## config.mk

```make
export PLATFORM = sky130hd
export DESIGN_NAME = decode_redirect_unit_flat
export DESIGN_NICKNAME = d
export VERILOG_FILES = /design/src/rtl/decode_redirect_unit_pkg.sv /design/src/rtl/decode_redirect_unit_if.sv /design/src/rtl/decode_redirect_unit_branch_compare.sv /design/src/rtl/decode_redirect_unit.sv /design/src/flat_wrapper.sv
export SDC_FILE = /design/constraint.sdc
export NUM_CORES = 1
export LEC_CHECK = 0
export CAP_MARGIN = 20
export CELL_PAD_IN_SITES_DETAIL_PLACEMENT = 1
export CELL_PAD_IN_SITES_GLOBAL_PLACEMENT = 1
export CORE_ASPECT_RATIO = 1.2
export CORE_UTILIZATION = 28
export CTS_CLUSTER_SIZE = 12
export DETAILED_ROUTE_END_ITERATION = 6
export PLACE_DENSITY_LB_ADDON = 0.1
export SLEW_MARGIN = 30
export SYNTH_ARGS = -nofsm -noshare
export SYNTH_HDL_FRONTEND = slang
export SYNTH_SLANG_ARGS = --single-unit
```

## constraint.sdc

```tcl
create_clock -name Clk -period 4.6 [get_ports Clk]
set_input_delay 0.69 -clock Clk [delete_from_list [all_inputs] [get_ports Clk]]
set_output_delay 0.69 -clock Clk [all_outputs]
set_load 0.05 [all_outputs]
```

## src/rtl/decode_redirect_unit_pkg.sv

```systemverilog
// MIPS decode constants, IF/ID FSM states and the branch-op decode helper shared by the decode/redirect slice.
package mips_pkg;

  localparam logic [5:0] OP_SPECIAL = 6'b000000;
  localparam logic [5:0] OP_REGIMM  = 6'b000001;
  localparam logic [5:0] OP_J       = 6'b000010;
  localparam logic [5:0] OP_JAL     = 6'b000011;
  localparam logic [5:0] OP_BEQ     = 6'b000100;
  localparam logic [5:0] OP_BNE     = 6'b000101;
  localparam logic [5:0] OP_BLEZ    = 6'b000110;
  localparam logic [5:0] OP_BGTZ    = 6'b000111;

  localparam logic [5:0] FUNCT_JR   = 6'b001000;

  localparam logic [4:0] RT_BLTZ    = 5'd0;
  localparam logic [4:0] RT_BGEZ    = 5'd1;

  localparam logic [31:0] NOP_INSTR = 32'h0000_0000;

  typedef enum logic {
    ST_RUN  = 1'b0,
    ST_HOLD = 1'b1
  } fsm_state_t;

  typedef enum logic [2:0] {
    BR_NONE = 3'd0,
    BR_BEQ  = 3'd1,
    BR_BNE  = 3'd2,
    BR_BLEZ = 3'd3,
    BR_BGTZ = 3'd4,
    BR_BLTZ = 3'd5,
    BR_BGEZ = 3'd6
  } br_op_t;

  // REGIMM rt codes other than bltz/bgez are not conditional branches here.
  function automatic br_op_t decode_branch(input logic [31:0] instr);
    br_op_t op;
    op = BR_NONE;
    case (instr[31:26])
      OP_BEQ:  op = BR_BEQ;
      OP_BNE:  op = BR_BNE;
      OP_BLEZ: op = BR_BLEZ;
      OP_BGTZ: op = BR_BGTZ;
      OP_REGIMM: begin
        if (instr[20:16] == RT_BLTZ)
          op = BR_BLTZ;
        else if (instr[20:16] == RT_BGEZ)
          op = BR_BGEZ;
      end
      default: op = BR_NONE;
    endcase
    return op;
  endfunction

endpackage

```

## src/rtl/decode_redirect_unit_if.sv

```systemverilog
// Fetch / register-file / pipeline-side signal bundle of the decode redirect unit.
interface decode_redirect_unit_if;

  logic [31:0] IfPcPlus4;
  logic [31:0] IfInstr;
  logic [31:0] RsData;
  logic [31:0] RtData;
  logic        ExRegWrite;
  logic [4:0]  ExDstReg;
  logic        MemMemRead;
  logic [4:0]  MemDstReg;

  logic [4:0]  RsAddr;
  logic [4:0]  RtAddr;
  logic        PcSrc;
  logic        Jump;
  logic        JumpRegister;
  logic [31:0] BranchTarget;
  logic [31:0] JumpTarget;
  logic [31:0] JumpRegisterTarget;
  logic [31:0] IdInstr;
  logic [31:0] IdPcPlus4;
  logic        IdValid;

  modport master (
    output IfPcPlus4, IfInstr, RsData, RtData,
    output ExRegWrite, ExDstReg, MemMemRead, MemDstReg,
    input  RsAddr, RtAddr, PcSrc, Jump, JumpRegister,
    input  BranchTarget, JumpTarget, JumpRegisterTarget,
    input  IdInstr, IdPcPlus4, IdValid
  );

  modport slave (
    input  IfPcPlus4, IfInstr, RsData, RtData,
    input  ExRegWrite, ExDstReg, MemMemRead, MemDstReg,
    output RsAddr, RtAddr, PcSrc, Jump, JumpRegister,
    output BranchTarget, JumpTarget, JumpRegisterTarget,
    output IdInstr, IdPcPlus4, IdValid
  );

endinterface

```

## src/rtl/decode_redirect_unit_branch_compare.sv

```systemverilog
// Resolves a decoded conditional branch against register operands; purely combinational.
module branch_compare
  import mips_pkg::*;
(
  input  br_op_t      op,
  input  logic [31:0] rs_data,
  input  logic [31:0] rt_data,
  output logic        taken
);

  logic rs_zero;
  logic rs_neg;
  logic rs_eq_rt;

  assign rs_zero  = (rs_data == 32'd0);
  assign rs_neg   = rs_data[31];
  assign rs_eq_rt = (rs_data == rt_data);

  always_comb begin
    taken = 1'b0;
    case (op)
      BR_BEQ:  taken = rs_eq_rt;
      BR_BNE:  taken = !rs_eq_rt;
      BR_BLEZ: taken = rs_neg || rs_zero;
      BR_BGTZ: taken = !rs_neg && !rs_zero;
      BR_BLTZ: taken = rs_neg;
      BR_BGEZ: taken = !rs_neg;
      default: taken = 1'b0;
    endcase
  end

endmodule

```

## src/rtl/decode_redirect_unit.sv

```systemverilog
// IF/ID register plus ID-stage branch/jump resolution and fetch redirect; hazards stall by re-fetching IdPcPlus4.
// DELAY_SLOT_EN: when defined, the instruction fetched alongside a resolved redirect is kept as a delay slot.
module decode_redirect_unit
  import mips_pkg::*;
(
  input  logic                  Clk,
  input  logic                  Reset,
  decode_redirect_unit_if.slave bus
);

  logic [31:0] id_instr_q;
  logic [31:0] id_pc4_q;
  logic        id_valid_q;
  fsm_state_t  state_q;
  fsm_state_t  state_d;
  logic        if_id_load;

  logic [5:0]  opcode;
  logic [5:0]  funct;
  logic [4:0]  rs_addr;
  logic [4:0]  rt_addr;
  logic [31:0] br_offset;
  br_op_t      br_op;
  logic        br_taken;
  logic        is_branch;
  logic        is_jump;
  logic        is_jr;
  logic        uses_rs;
  logic        uses_rt;
  logic        stall;
  logic        redirect;

  function automatic logic src_hazard(input logic [4:0] src,
                                      input logic       ex_we,
                                      input logic [4:0] ex_dst,
                                      input logic       mem_rd,
                                      input logic [4:0] mem_dst);
    return (src != 5'd0) && ((ex_we && (src == ex_dst)) || (mem_rd && (src == mem_dst)));
  endfunction

  assign opcode    = id_instr_q[31:26];
  assign funct     = id_instr_q[5:0];
  assign rs_addr   = id_instr_q[25:21];
  assign rt_addr   = id_instr_q[20:16];
  assign br_offset = {{14{id_instr_q[15]}}, id_instr_q[15:0], 2'b00};

  assign br_op     = decode_branch(id_instr_q);
  assign is_branch = (br_op != BR_NONE);
  assign is_jump   = (opcode == OP_J) || (opcode == OP_JAL);
  assign is_jr     = (opcode == OP_SPECIAL) && (funct == FUNCT_JR);
  assign uses_rs   = is_branch || is_jr;
  assign uses_rt   = (br_op == BR_BEQ) || (br_op == BR_BNE);

  branch_compare u_branch_compare (
    .op      (br_op),
    .rs_data (bus.RsData),
    .rt_data (bus.RtData),
    .taken   (br_taken)
  );

  // j/jal carry no register sources, so they can never stall.
  assign stall = id_valid_q &&
                 ((uses_rs && src_hazard(rs_addr, bus.ExRegWrite, bus.ExDstReg,
                                         bus.MemMemRead, bus.MemDstReg)) ||
                  (uses_rt && src_hazard(rt_addr, bus.ExRegWrite, bus.ExDstReg,
                                         bus.MemMemRead, bus.MemDstReg)));

  assign redirect = id_valid_q && !stall && (br_taken || is_jump || is_jr);

  always_comb begin
    state_d    = state_q;
    if_id_load = 1'b0;
    case (state_q)
      ST_RUN: begin
        if (stall)
          state_d = ST_HOLD;
        else
          if_id_load = 1'b1;
      end
      ST_HOLD: begin
        if (!stall) begin
          state_d    = ST_RUN;
          if_id_load = 1'b1;
        end
      end
    endcase
  end

  always_ff @(posedge Clk) begin
    if (Reset) begin
      state_q    <= ST_RUN;
      id_instr_q <= NOP_INSTR;
      id_pc4_q   <= 32'd0;
      id_valid_q <= 1'b0;
    end else begin
      state_q <= state_d;
      if (if_id_load) begin
        id_pc4_q <= bus.IfPcPlus4;
        if (redirect) begin
`ifdef DELAY_SLOT_EN
          id_instr_q <= bus.IfInstr;
          id_valid_q <= 1'b1;
`else
          id_instr_q <= NOP_INSTR;
          id_valid_q <= 1'b0;
`endif
        end else begin
          id_instr_q <= bus.IfInstr;
          id_valid_q <= 1'b1;
        end
      end
    end
  end

  // A stall borrows the branch path to re-fetch the instruction now in IF.
  assign bus.PcSrc        = !Reset && (stall || (id_valid_q && br_taken));
  assign bus.Jump         = !Reset && !stall && id_valid_q && is_jump;
  assign bus.JumpRegister = !Reset && !stall && id_valid_q && is_jr;
  assign bus.IdValid      = !Reset && !stall && id_valid_q;

  assign bus.BranchTarget       = stall ? id_pc4_q : (id_pc4_q + br_offset);
  assign bus.JumpTarget         = {id_pc4_q[31:28], id_instr_q[25:0], 2'b00};
  assign bus.JumpRegisterTarget = bus.RsData;

  assign bus.RsAddr    = rs_addr;
  assign bus.RtAddr    = rt_addr;
  assign bus.IdInstr   = id_instr_q;
  assign bus.IdPcPlus4 = id_pc4_q;

endmodule

```

## src/flat_wrapper.sv

```systemverilog
// flat-port wrapper written by rule: the top's interface ports become plain ports
module decode_redirect_unit_flat import mips_pkg::*;
  (Clk, Reset, bus_IfPcPlus4, bus_IfInstr, bus_RsData, bus_RtData, bus_ExRegWrite, bus_ExDstReg, bus_MemMemRead, bus_MemDstReg, bus_RsAddr, bus_RtAddr, bus_PcSrc, bus_Jump, bus_JumpRegister, bus_BranchTarget, bus_JumpTarget, bus_JumpRegisterTarget, bus_IdInstr, bus_IdPcPlus4, bus_IdValid);
  decode_redirect_unit_if bus_i ();
  input  logic Clk;
  input  logic Reset;
  input wire logic [$bits(bus_i.IfPcPlus4)-1:0] bus_IfPcPlus4;
  input wire logic [$bits(bus_i.IfInstr)-1:0] bus_IfInstr;
  input wire logic [$bits(bus_i.RsData)-1:0] bus_RsData;
  input wire logic [$bits(bus_i.RtData)-1:0] bus_RtData;
  input wire logic [$bits(bus_i.ExRegWrite)-1:0] bus_ExRegWrite;
  input wire logic [$bits(bus_i.ExDstReg)-1:0] bus_ExDstReg;
  input wire logic [$bits(bus_i.MemMemRead)-1:0] bus_MemMemRead;
  input wire logic [$bits(bus_i.MemDstReg)-1:0] bus_MemDstReg;
  output wire logic [$bits(bus_i.RsAddr)-1:0] bus_RsAddr;
  output wire logic [$bits(bus_i.RtAddr)-1:0] bus_RtAddr;
  output wire logic [$bits(bus_i.PcSrc)-1:0] bus_PcSrc;
  output wire logic [$bits(bus_i.Jump)-1:0] bus_Jump;
  output wire logic [$bits(bus_i.JumpRegister)-1:0] bus_JumpRegister;
  output wire logic [$bits(bus_i.BranchTarget)-1:0] bus_BranchTarget;
  output wire logic [$bits(bus_i.JumpTarget)-1:0] bus_JumpTarget;
  output wire logic [$bits(bus_i.JumpRegisterTarget)-1:0] bus_JumpRegisterTarget;
  output wire logic [$bits(bus_i.IdInstr)-1:0] bus_IdInstr;
  output wire logic [$bits(bus_i.IdPcPlus4)-1:0] bus_IdPcPlus4;
  output wire logic [$bits(bus_i.IdValid)-1:0] bus_IdValid;
  assign bus_i.IfPcPlus4 = bus_IfPcPlus4;
  assign bus_i.IfInstr = bus_IfInstr;
  assign bus_i.RsData = bus_RsData;
  assign bus_i.RtData = bus_RtData;
  assign bus_i.ExRegWrite = bus_ExRegWrite;
  assign bus_i.ExDstReg = bus_ExDstReg;
  assign bus_i.MemMemRead = bus_MemMemRead;
  assign bus_i.MemDstReg = bus_MemDstReg;
  assign bus_RsAddr = bus_i.RsAddr;
  assign bus_RtAddr = bus_i.RtAddr;
  assign bus_PcSrc = bus_i.PcSrc;
  assign bus_Jump = bus_i.Jump;
  assign bus_JumpRegister = bus_i.JumpRegister;
  assign bus_BranchTarget = bus_i.BranchTarget;
  assign bus_JumpTarget = bus_i.JumpTarget;
  assign bus_JumpRegisterTarget = bus_i.JumpRegisterTarget;
  assign bus_IdInstr = bus_i.IdInstr;
  assign bus_IdPcPlus4 = bus_i.IdPcPlus4;
  assign bus_IdValid = bus_i.IdValid;
  decode_redirect_unit u_core (.Clk(Clk), .Reset(Reset), .bus(bus_i));
endmodule
```

* Word-level counts from Yosys, hierarchy flattened *
Cells that the tools add are included.

cells by class
  add/sub/neg operators = 1
  eq/ne operators = 20
  mux-type cells = 7
  reductions and logical operators = 40

operator list
  cell                number
  $mux 32             2
  $add 32x32->32      1
  $eq 32x32->1        1
  $logic_not 32->1    1
  $eq 6x3->1 const B  4
  $eq 5x5->1          4
  $logic_and 1x1->1   19
  $pmux 3 s5          1
  $eq 6x2->1 const B  2
  $logic_or 1x1->1    10
  $reduce_bool 5->1   2
  $eq 3x3->1 const B  3
  $eq 3x2->1 const B  2
  $eq 6x1->1 const B  1
  $eq 6x4->1 const B  1
  $logic_not 6->1     1
  $mux 3              2
  $pmux 1 s6          1
  $eq 5x1->1 const B  1
  $logic_not 1->1     5
  $logic_not 5->1     1
  $eq 3x1->1 const B  1
  $reduce_bool 3->1   1
  $mux 1              1

word-level totals
  word-level logic and storage cells = 71
  bits of input ports = 142
  register bits after elaboration = 65
  output and inout port bits = 174

* Logic depth before layout (Yosys ltp) *
Gate-level depths: netlist of run 1.

  depth after elaboration = 13
  mapped depth = 12

* Cells and area by module *
A second synthesis of run 1 with hierarchy kept.

second synthesis, totals
  cell total of the unflattened synthesis = 675
  area, all modules = 5242.5 sq um

modules (own cells, without submodules)
  module                area an instance (sq um)  cells an instance  times used
  decode_redirect_unit  4758.3                    614                1
  branch_compare        484.2                     61                 1

* Least setup slack after synthesis of run 1 *
OpenSTA, ideal clock, no wires.

  path type = flip-flop to output port
  start = register u_core.id_instr_q[15] (netlist: u_core.bus.IdInstr[15])
  end = output bus_BranchTarget[26]
  data arrival time = 3.742 ns
  setup slack = 0.168 ns
  cell stages (with the launch flop) = 10
  data required time = 3.910 ns
  buffers on the path = 1
  cells stage by stage = dfxtp_1 -> ha_1 -> buf_2 -> a2111oi_0 -> o21ai_1 -> o21a_1 -> a21oi_1 -> o21ai_1 -> a41o_1 -> o31ai_1

between the ends
  cells in the longest elaborated chain, start to end = 2

RTL lines
  element                 RTL line                     RTL
  start, declared         decode_redirect_unit.sv:11   logic [31:0] id_instr_q;
  start signal, assigned  decode_redirect_unit.sv:108  id_instr_q <= bus.IfInstr;
  $add 32x32->32          decode_redirect_unit.sv:121  assign bus.BranchTarget = stall ? id_pc4_q : (id_pc4_q + br_offset);
  $mux 32                 decode_redirect_unit.sv:121
  end, declared           flat_wrapper.sv:20           output wire logic [$bits(bus_i.BranchTarget)-1:0] bus_BranchTarget;

Every way passes these cells.

* Final worst setup path of run 1 *
  start = register u_core.id_instr_q[0] (netlist: u_core.bus.IdInstr[0])
  end = output bus_BranchTarget[28]

between the ends
  cells in the longest elaborated chain, start to end = 7

RTL lines
  element                                                                 RTL line
  parallel branches: the longest is 6 deep, another holds $add 32x32->32  -
  $mux 32 *                                                               decode_redirect_unit.sv:121

Every way passes the cells marked *.

==> results.json, run 1 <==
{
  "status": "complete, no violations",
  "rrSetupSlack_ns": 1.64,
  "antenna_cells": 0,
  "critical_path_class": "flip-flop to output pin",
  "fin_skew_ns": 0.00947,
  "antenna_left": 0,
  "power.density_nw_per_um2": 302,
  "cpPeakStageDelay_ns": 0.48,
  "critPathSlowestCell": "dfxtp_1",
  "routabilityCongestion": 0.820,
  "synth_common_cells": "nand2_1, buf_4, dfxtp_1, a21oi_1, xor2_1",
  "timing.max_cap.violations": 0,
  "synthCells": 667,
  "num_rows": 54,
  "clkTransAtPathRegs_ns": 0.06,
  "finalCritPeriodShare": 0.937,
  "area_growth_pct": 63.2,
  "ys_seq_area_frac": 0.246,
  "io_buffers": 313,
  "setup_violations": 0,
  "min_to": "u_core.bus.IdPcPlus4[0]$_SDFFE_PP0N_",
  "ys_warn_count": 0,
  "die_area_um2": 19400,
  "pwr-share-seq": 0.249,
  "swShare": 0.413,
  "clock_latency_ns": 0.34,
  "n_fill_cell": 2162,
  "grt_setup_unrepaired": "no",
  "start_util": 0.289,
  "synthFlopType": "dfxtp_1",
  "die_w_um": 127,
  "pin_count": 316,
  "grt_pass1_vias": 6052,
  "end_kind": "output pin",
  "post-dp-hpwl_um": 17500,
  "vias": 5756,
  "wl_um": 21600,
  "syn_area_um2": 5290,
  "fp.coreArea_um2": 18300,
  "grt_pass1_wl_um": 33300,
  "ys_seq_elements": 65,
  "cp_max_fo": 5,
  "drt_iter0_drc": 187,
  "syn_avg_cell_area_um2": 7.93,
  "ys_top_cells_by_area": "dfxtp_1, buf_4, xor2_1, nand2_1, ha_1",
  "h-tree-depth": 3,
  "first_pass_iters": 4,
  "hold_viol": 0,
  "layout.nets": 1072,
  "ys_async_sr_fraction": 0,
  "cts_tree": "done",
  "hold_class": "flip-flop to flip-flop",
  "worst_slack_ns": 0.288,
  "power_frac_comb": 0.467,
  "grt_overflow": 0,
  "ir_worst_vdd_uv": 208,
  "drc": 0,
  "die_y_um": 153,
  "final.setup.tns_ns": 0,
  "hold_buffers": 0,
  "yosys.cell_types.count": 61,
  "yosysMostFrequentCell": "nand2_1",
  "startpoint_type": "flip-flop",
  "holdPathStages": 2,
  "p_leak_nw": 3.50,
  "clockRootBuffer": "clkbuf_16",
  "p_int_w": 0.00153,
  "vias_per_cell": 4.97,
  "p_switching_w": 0.00108,
  "cts_buffer_depth": 2,
  "yosys.area.top_type": "dfxtp_1",
  "relSlewSlack": 0.624,
  "preCtsSetupSlack_ns": 0.468,
  "synth_top_area_share": 0.246,
  "reg2reg_to": "u_core.bus.IdInstr[26]$_SDFFE_PP0N_",
  "grt_max_degree": 39,
  "synth_edf_count": 0,
  "pwr-share-clk": 0.284,
  "worstMarginPinSlew_ns": 0.562,
  "fmax_ghz": 0.232,
  "r2r_start": "u_core.bus.IdInstr[31]$_SDFFE_PP0N_",
  "worstHoldStart": "u_core.bus.IdPcPlus4[0]$_SDFFE_PP0N_",
  "grt_usage": 0.220,
  "crit_arrival_ns": 3.62,
  "slew_violations": 0,
  "path_cells": "ha_1, inv_1, fa_1, nor2b_1, o2111ai_1, a31o_2, and3_1, o21ai_1, a41o_1, o22ai_1, xnor2_1, mux2_2, buf_4",
  "crit_required_ns": 3.91,
  "wl_per_cell_um": 18.7,
  "tritoncts.num_buffers": 9,
  "clock_sinks": 65,
  "drive_above_1_share": 0.0851,
  "worstRegToRegCells": 8,
  "min_period_ns": 4.31,
  "antenna_found_initial": 0
}
==> what timing repair did <==
item                       4_1_cts  5_1_grt
setup buffers                    0        0
setup endpoints to repair        0        1
resized for setup                0        2
==> worst max-delay path, delay by kind of cell (launching register included) <==
kind	cells	cell delay, ns
buffers and inverters	2	0.26
DFF	1	0.48
adders and majority gates	2	0.66
AOI/OAI and AO/OA	5	1.12
xor gates and xnor gates	1	0.13
muxes	1	0.27
and+or+nand+nor	2	0.36
==> worst max path at each step <==
stage                                                   start              endpoint  slack (ns)  depth (start not counted)
after global placement                       bus_MemDstReg[3]  bus_BranchTarget[30]        0.63                         12
after global routing      u_core.bus.IdInstr[15]$_SDFFE_PP0N_  bus_BranchTarget[30]        0.07                         12
after floorplan           u_core.bus.IdInstr[15]$_SDFFE_PP0N_  bus_BranchTarget[26]        0.17                          9
final                      u_core.bus.IdInstr[0]$_SDFFE_PP0N_  bus_BranchTarget[28]        0.29                         13
after CTS                 u_core.bus.IdInstr[15]$_SDFFE_PP0N_  bus_BranchTarget[30]        0.08                         12
after detailed placement  u_core.bus.IdInstr[15]$_SDFFE_PP0N_  bus_BranchTarget[30]        0.47                         12
==> flip-flops by register name, summed over array words and instances (netlist names) <==
| name | flops |
|---|---|
| u_core.id_valid_q | 1 |
| u_core.bus.IdInstr | 32 |
| u_core.bus.IdPcPlus4 | 32 |
==> routing by layer <==
layer	GRT usage	part of all wire	vias up
met5	0	0	-
met4	0.0550	0.015	0
met3	0.0600	0.074	16
met2	0.408	0.52	197
met1	0.243	0.39	2765
li1	-	-	2778
==> kinds of logic (layout without fill, tap and decap cells) <==
| kind of cell | after synthesis | in the layout | synth area share |
|---|---|---|---|
| and+or+nand+nor | 198 | 198 | 0.180 |
| AOI/OAI and AO/OA | 184 | 184 | 0.232 |
| buffers and inverters | 112 | 349 | 0.140 |
| xor gates and xnor gates | 73 | 73 | 0.121 |
| DFF | 65 | 65 | 0.246 |
| adders and majority gates | 30 | 30 | 0.0724 |
| muxes | 4 | 4 | 0.00781 |
| other | 1 | 2 | 0.000709 |
==> area by class of cell <==
cell class                      instances  area, µm²  area share
Multi-Input combinational cell        491       3270       0.378
Inverter                               10       37.5     0.00435
Tap cell                              252        315      0.0365
Sequential cell                        65       1300       0.151
Timing Repair Buffer                  323       3400       0.394
Clock inverter                          7       83.8     0.00971
Clock buffer                            9        225      0.0261
==> placed cells by master (no fill, tap or decap), drive strengths merged, types with 6 or more instances in the layout <==
cell and n:
nand2 97, a21oi 62, clkbuf 9, a22o 29, xor2 55, nand4 7
clkdlybuf4s50 281, ha 29, nand3 12, and3 6, o21ai 39, dfxtp 65
nor2 20, nor4 21, buf 42, xnor2 18, nor3 9, inv 15
a211oi 10, a21o 11, o211ai 6
==> power groups by stage <==
stage	Clock [W]	Sequential (W)	Combinational, W
detailed placement	0	0.000664	0.00122
global route	0.000786	0.000658	0.00128
finish	0.000741	0.000650	0.00122
CTS	0.000761	0.000651	0.00123
floorplan	0	0.000769	0.000629
global placement	0	0.000662	0.00120
==> per-stage QoR <==
stage	util	area [µm²]	total power [W]	hold slack, ns	instances
after floorplan	-	5290	0.00140	0.517	668
final	0.471	8630	0.00261	0.479	1157
after detailed placement	0.454	8310	0.00189	0.474	1141
after global placement	0.454	8310	0.00187	0.464	1141
after global routing	0.471	8630	0.00272	0.522	1157
after CTS	0.471	8620	0.00264	0.482	1157
Power figures use the tool's default switching activity.
==> run 2, diff against run 1 <==
Settings changed: ABC_AREA set to 1, CORE_UTILIZATION 28 to 29.
==> results.json, run 2 <==
{
  "r2r_start": "u_core.bus.IdInstr[20]$_SDFFE_PP0N_",
  "critPathSlowestCell": "o21ai_0",
  "ys_top_cells_by_area": "dfxtp_1, nand2_1, buf_4, a21oi_1, nor2_1",
  "fp.coreArea_um2": 19800,
  "io_buffers": 313,
  "synth_compound_area_frac": 0.171,
  "antenna_cells": 0,
  "n_fill_cell": 2501,
  "swShare": 0.392,
  "synthCells": 915,
  "multi_input_area_um2": 3600,
  "whs_ns": 0.506,
  "path_cells": "ha_1, inv_1, fa_1, nor3_1, nor2_1, o21ai_0, nand3b_1, o211ai_1, o21ai_0, o21ai_0, buf_12",
  "worstMarginPinSlew_ns": 0.798,
  "ys_warn_count": 0,
  "power.density_nw_per_um2": 292,
  "clockRootBuffer": "clkbuf_16",
  "first_pass_iters": 4,
  "drt_iter0_drc": 196,
  "layout.nets": 1317,
  "setup_violations": 0,
  "syn_avg_cell_area_um2": 6.48,
  "hold_viol": 0,
  "clkTransAtPathRegs_ns": 0.06,
  "totalPowerFinal_w": 0.00273,
  "synthFlopType": "dfxtp_1",
  "drive_above_1_share": 0.0765,
  "antenna_left": 0,
  "synthAdderAreaFrac": 0.0645,
  "rrSetupSlack_ns": 1.99,
  "area_growth_pct": 57.6,
  "post-dp-hpwl_um": 19600,
  "final.setup.tns_ns": 0,
  "yosys.cell_types.count": 40,
  "synth_mux_area_frac": 0,
  "crit_top_cell": "o21ai_0",
  "num_rows": 56,
  "grt_max_degree": 66,
  "h-tree-depth": 3,
  "status": "complete, no violations",
  "power_frac_comb": 0.460,
  "antenna_found_initial": 0,
  "wl_um": 24100,
  "grt_usage": 0.224,
  "slew_violations": 0,
  "fmax_ghz": 0.254,
  "crit_required_ns": 3.91,
  "start_util": 0.299,
  "syn_area_um2": 5930,
  "tritoncts.num_buffers": 9,
  "place_inst": 1395,
  "finalCritPeriodShare": 0.855,
  "reg2reg_to": "u_core.bus.IdInstr[30]$_SDFFE_PP0N_",
  "cts_tree": "done",
  "vias": 6791,
  "grt_setup_unrepaired": "no",
  "pwr-share-clk": 0.301,
  "synth_common_cells": "nand2_1, nor2_1, a21oi_1, buf_4, inv_1",
  "startpoint_type": "flip-flop",
  "instances_no_fill": 1411,
  "synthXorXnorAreaFrac": 0.0768,
  "cpPeakStageDelay_ns": 0.50,
  "p_switching_w": 0.00107,
  "hold_class": "flip-flop to flip-flop",
  "ys_async_sr_fraction": 0,
  "relSlewSlack": 0.468,
  "end_kind": "output pin",
  "cts_setup_buffers": 0,
  "grt_pass1_wl_um": 36500,
  "timing.max_cap.violations": 0,
  "yosysMostFrequentCell": "nand2_1",
  "yosys.area.top_type": "dfxtp_1",
  "die_area_um2": 21000,
  "p_leak_nw": 3.94,
  "grt_overflow": 0,
  "cts_buffer_depth": 2,
  "pin_count": 316,
  "ys_seq_area_frac": 0.219,
  "cts_resized": 0,
  "holdPathStages": 2,
  "ys_seq_elements": 65,
  "wl_per_cell_um": 17.1,
  "min_to": "u_core.bus.IdPcPlus4[6]$_SDFFE_PP0N_",
  "p_int_w": 0.00166,
  "crit_arrival_ns": 3.24,
  "clock_latency_ns": 0.33,
  "worstHoldStart": "u_core.bus.IdPcPlus4[6]$_SDFFE_PP0N_",
  "critical_path_class": "flip-flop to output pin",
  "synth_top_family_by_area": "simple AND/OR/NAND/NOR gates",
  "vias_per_cell": 4.81,
  "synth_simple_gate_area_frac": 0.293,
  "cp_max_fo": 5,
  "fin_util": 0.471,
  "hold_buffers": 0,
  "ir_worst_vdd_uv": 164,
  "drc": 0,
  "die_y_um": 159,
  "synth_top_area_share": 0.219,
  "final_common_cell": "clkdlybuf4s50_1",
  "fin_skew_ns": 0.00703,
  "pwr-share-seq": 0.239,
  "clock_sinks": 65,
  "die_w_um": 133,
  "grt_pass1_vias": 6747,
  "worstRegToRegCells": 12,
  "final_cell_mix": "clkdlybuf4s50_1, nand2_1, nor2_1",
  "routabilityCongestion": 0.903,
  "seqCellArea_um2": 1300,
  "synth_edf_count": 0,
  "min_period_ns": 3.93
}
[run 2: changes by cell type in the layout (fill, tap and decap cells not counted), moves of 9 or more]
cell and delta:
nor2_1 +81, xnor2_1 +23, a21oi_2 +9, nand3_1 +39, nand2_2 +14, nand2_1 +106, o21ai_0 +15, xor2_1 -44
a21oi_1 +33, buf_4 -13, a22o_1 -29, inv_1 +61, nor4_1 -17
[run 2: critical path, delay by kind of cell, from the launching register on]
family | cells | cell delay [ns]
AOI/OAI and AO/OA | 4 | 1.13
adders and majority gates | 2 | 0.67
buffers and inverters | 2 | 0.27
DFF | 1 | 0.39
and+or+nand+nor | 3 | 0.44
[run 2: area by class of cell]
type                       count  share of cell area
timing repair buffer         319               0.372
sequential                    65               0.139
inverter                      76              0.0310
clock inverter                 6              0.0123
clock buffer                  10              0.0256
tap                          261              0.0349
multi-input combinational    674               0.385
[run 2: cells by family after synthesis]
| kind of cell | Yosys count |
|---|---|
| AO/OA/AOI/OAI | 184 |
| XOR/XNOR | 52 |
| adder cells (fa/ha/maj) | 30 |
| buffers and inverters | 177 |
| flip-flops | 65 |
| other | 1 |
| AND/OR/NAND/NOR | 406 |
[run 2: worst max path at each step]
stage,depth (start not counted),slack [ns],start,end
3_5_place_dp,12,0.77,bus_ExDstReg[0],bus_Jump
4_1_cts,11,0.66,u_core.bus.IdInstr[0]$_SDFFE_PP0N_,bus_BranchTarget[28]
3_3_place_gp,12,0.81,bus_ExDstReg[4],bus_Jump
2_1_floorplan,12,0.25,u_core.bus.IdInstr[27]$_SDFFE_PP0N_,bus_Jump
5_1_grt,11,0.40,u_core.bus.IdInstr[0]$_SDFFE_PP0N_,bus_BranchTarget[28]
6_report,11,0.67,u_core.bus.IdInstr[0]$_SDFFE_PP0N_,bus_BranchTarget[28]
[run 2: through the flow]
stage          instance area (µm²)  worst slack (ns)
6_report                      9350             0.668
5_1_grt                       9350             0.396
4_1_cts                       9350             0.662
3_5_place_dp                  8990             0.768
3_3_place_gp                  8990             0.809
2_1_floorplan                 5940             0.249
[run 2: routing by layer]
layer / up-vias / GRT usage / wire length [µm]
met5: - / 0 / 0
met4: 0 / 0.0443 / 197
met3: 11 / 0.0347 / 1120
met2: 196 / 0.448 / 13100
met1: 3198 / 0.247 / 9750
li1: 3386 / - / -
[run 2: power by group through the flow]
stage	Combinational (W)	Sequential, W	Clock, W
floorplan	0.000638	0.000764	0
global placement	0.00126	0.000664	0
detailed placement	0.00126	0.000665	0
CTS	0.00127	0.000653	0.000843
global route	0.00133	0.000659	0.000862
finish	0.00126	0.000652	0.000822
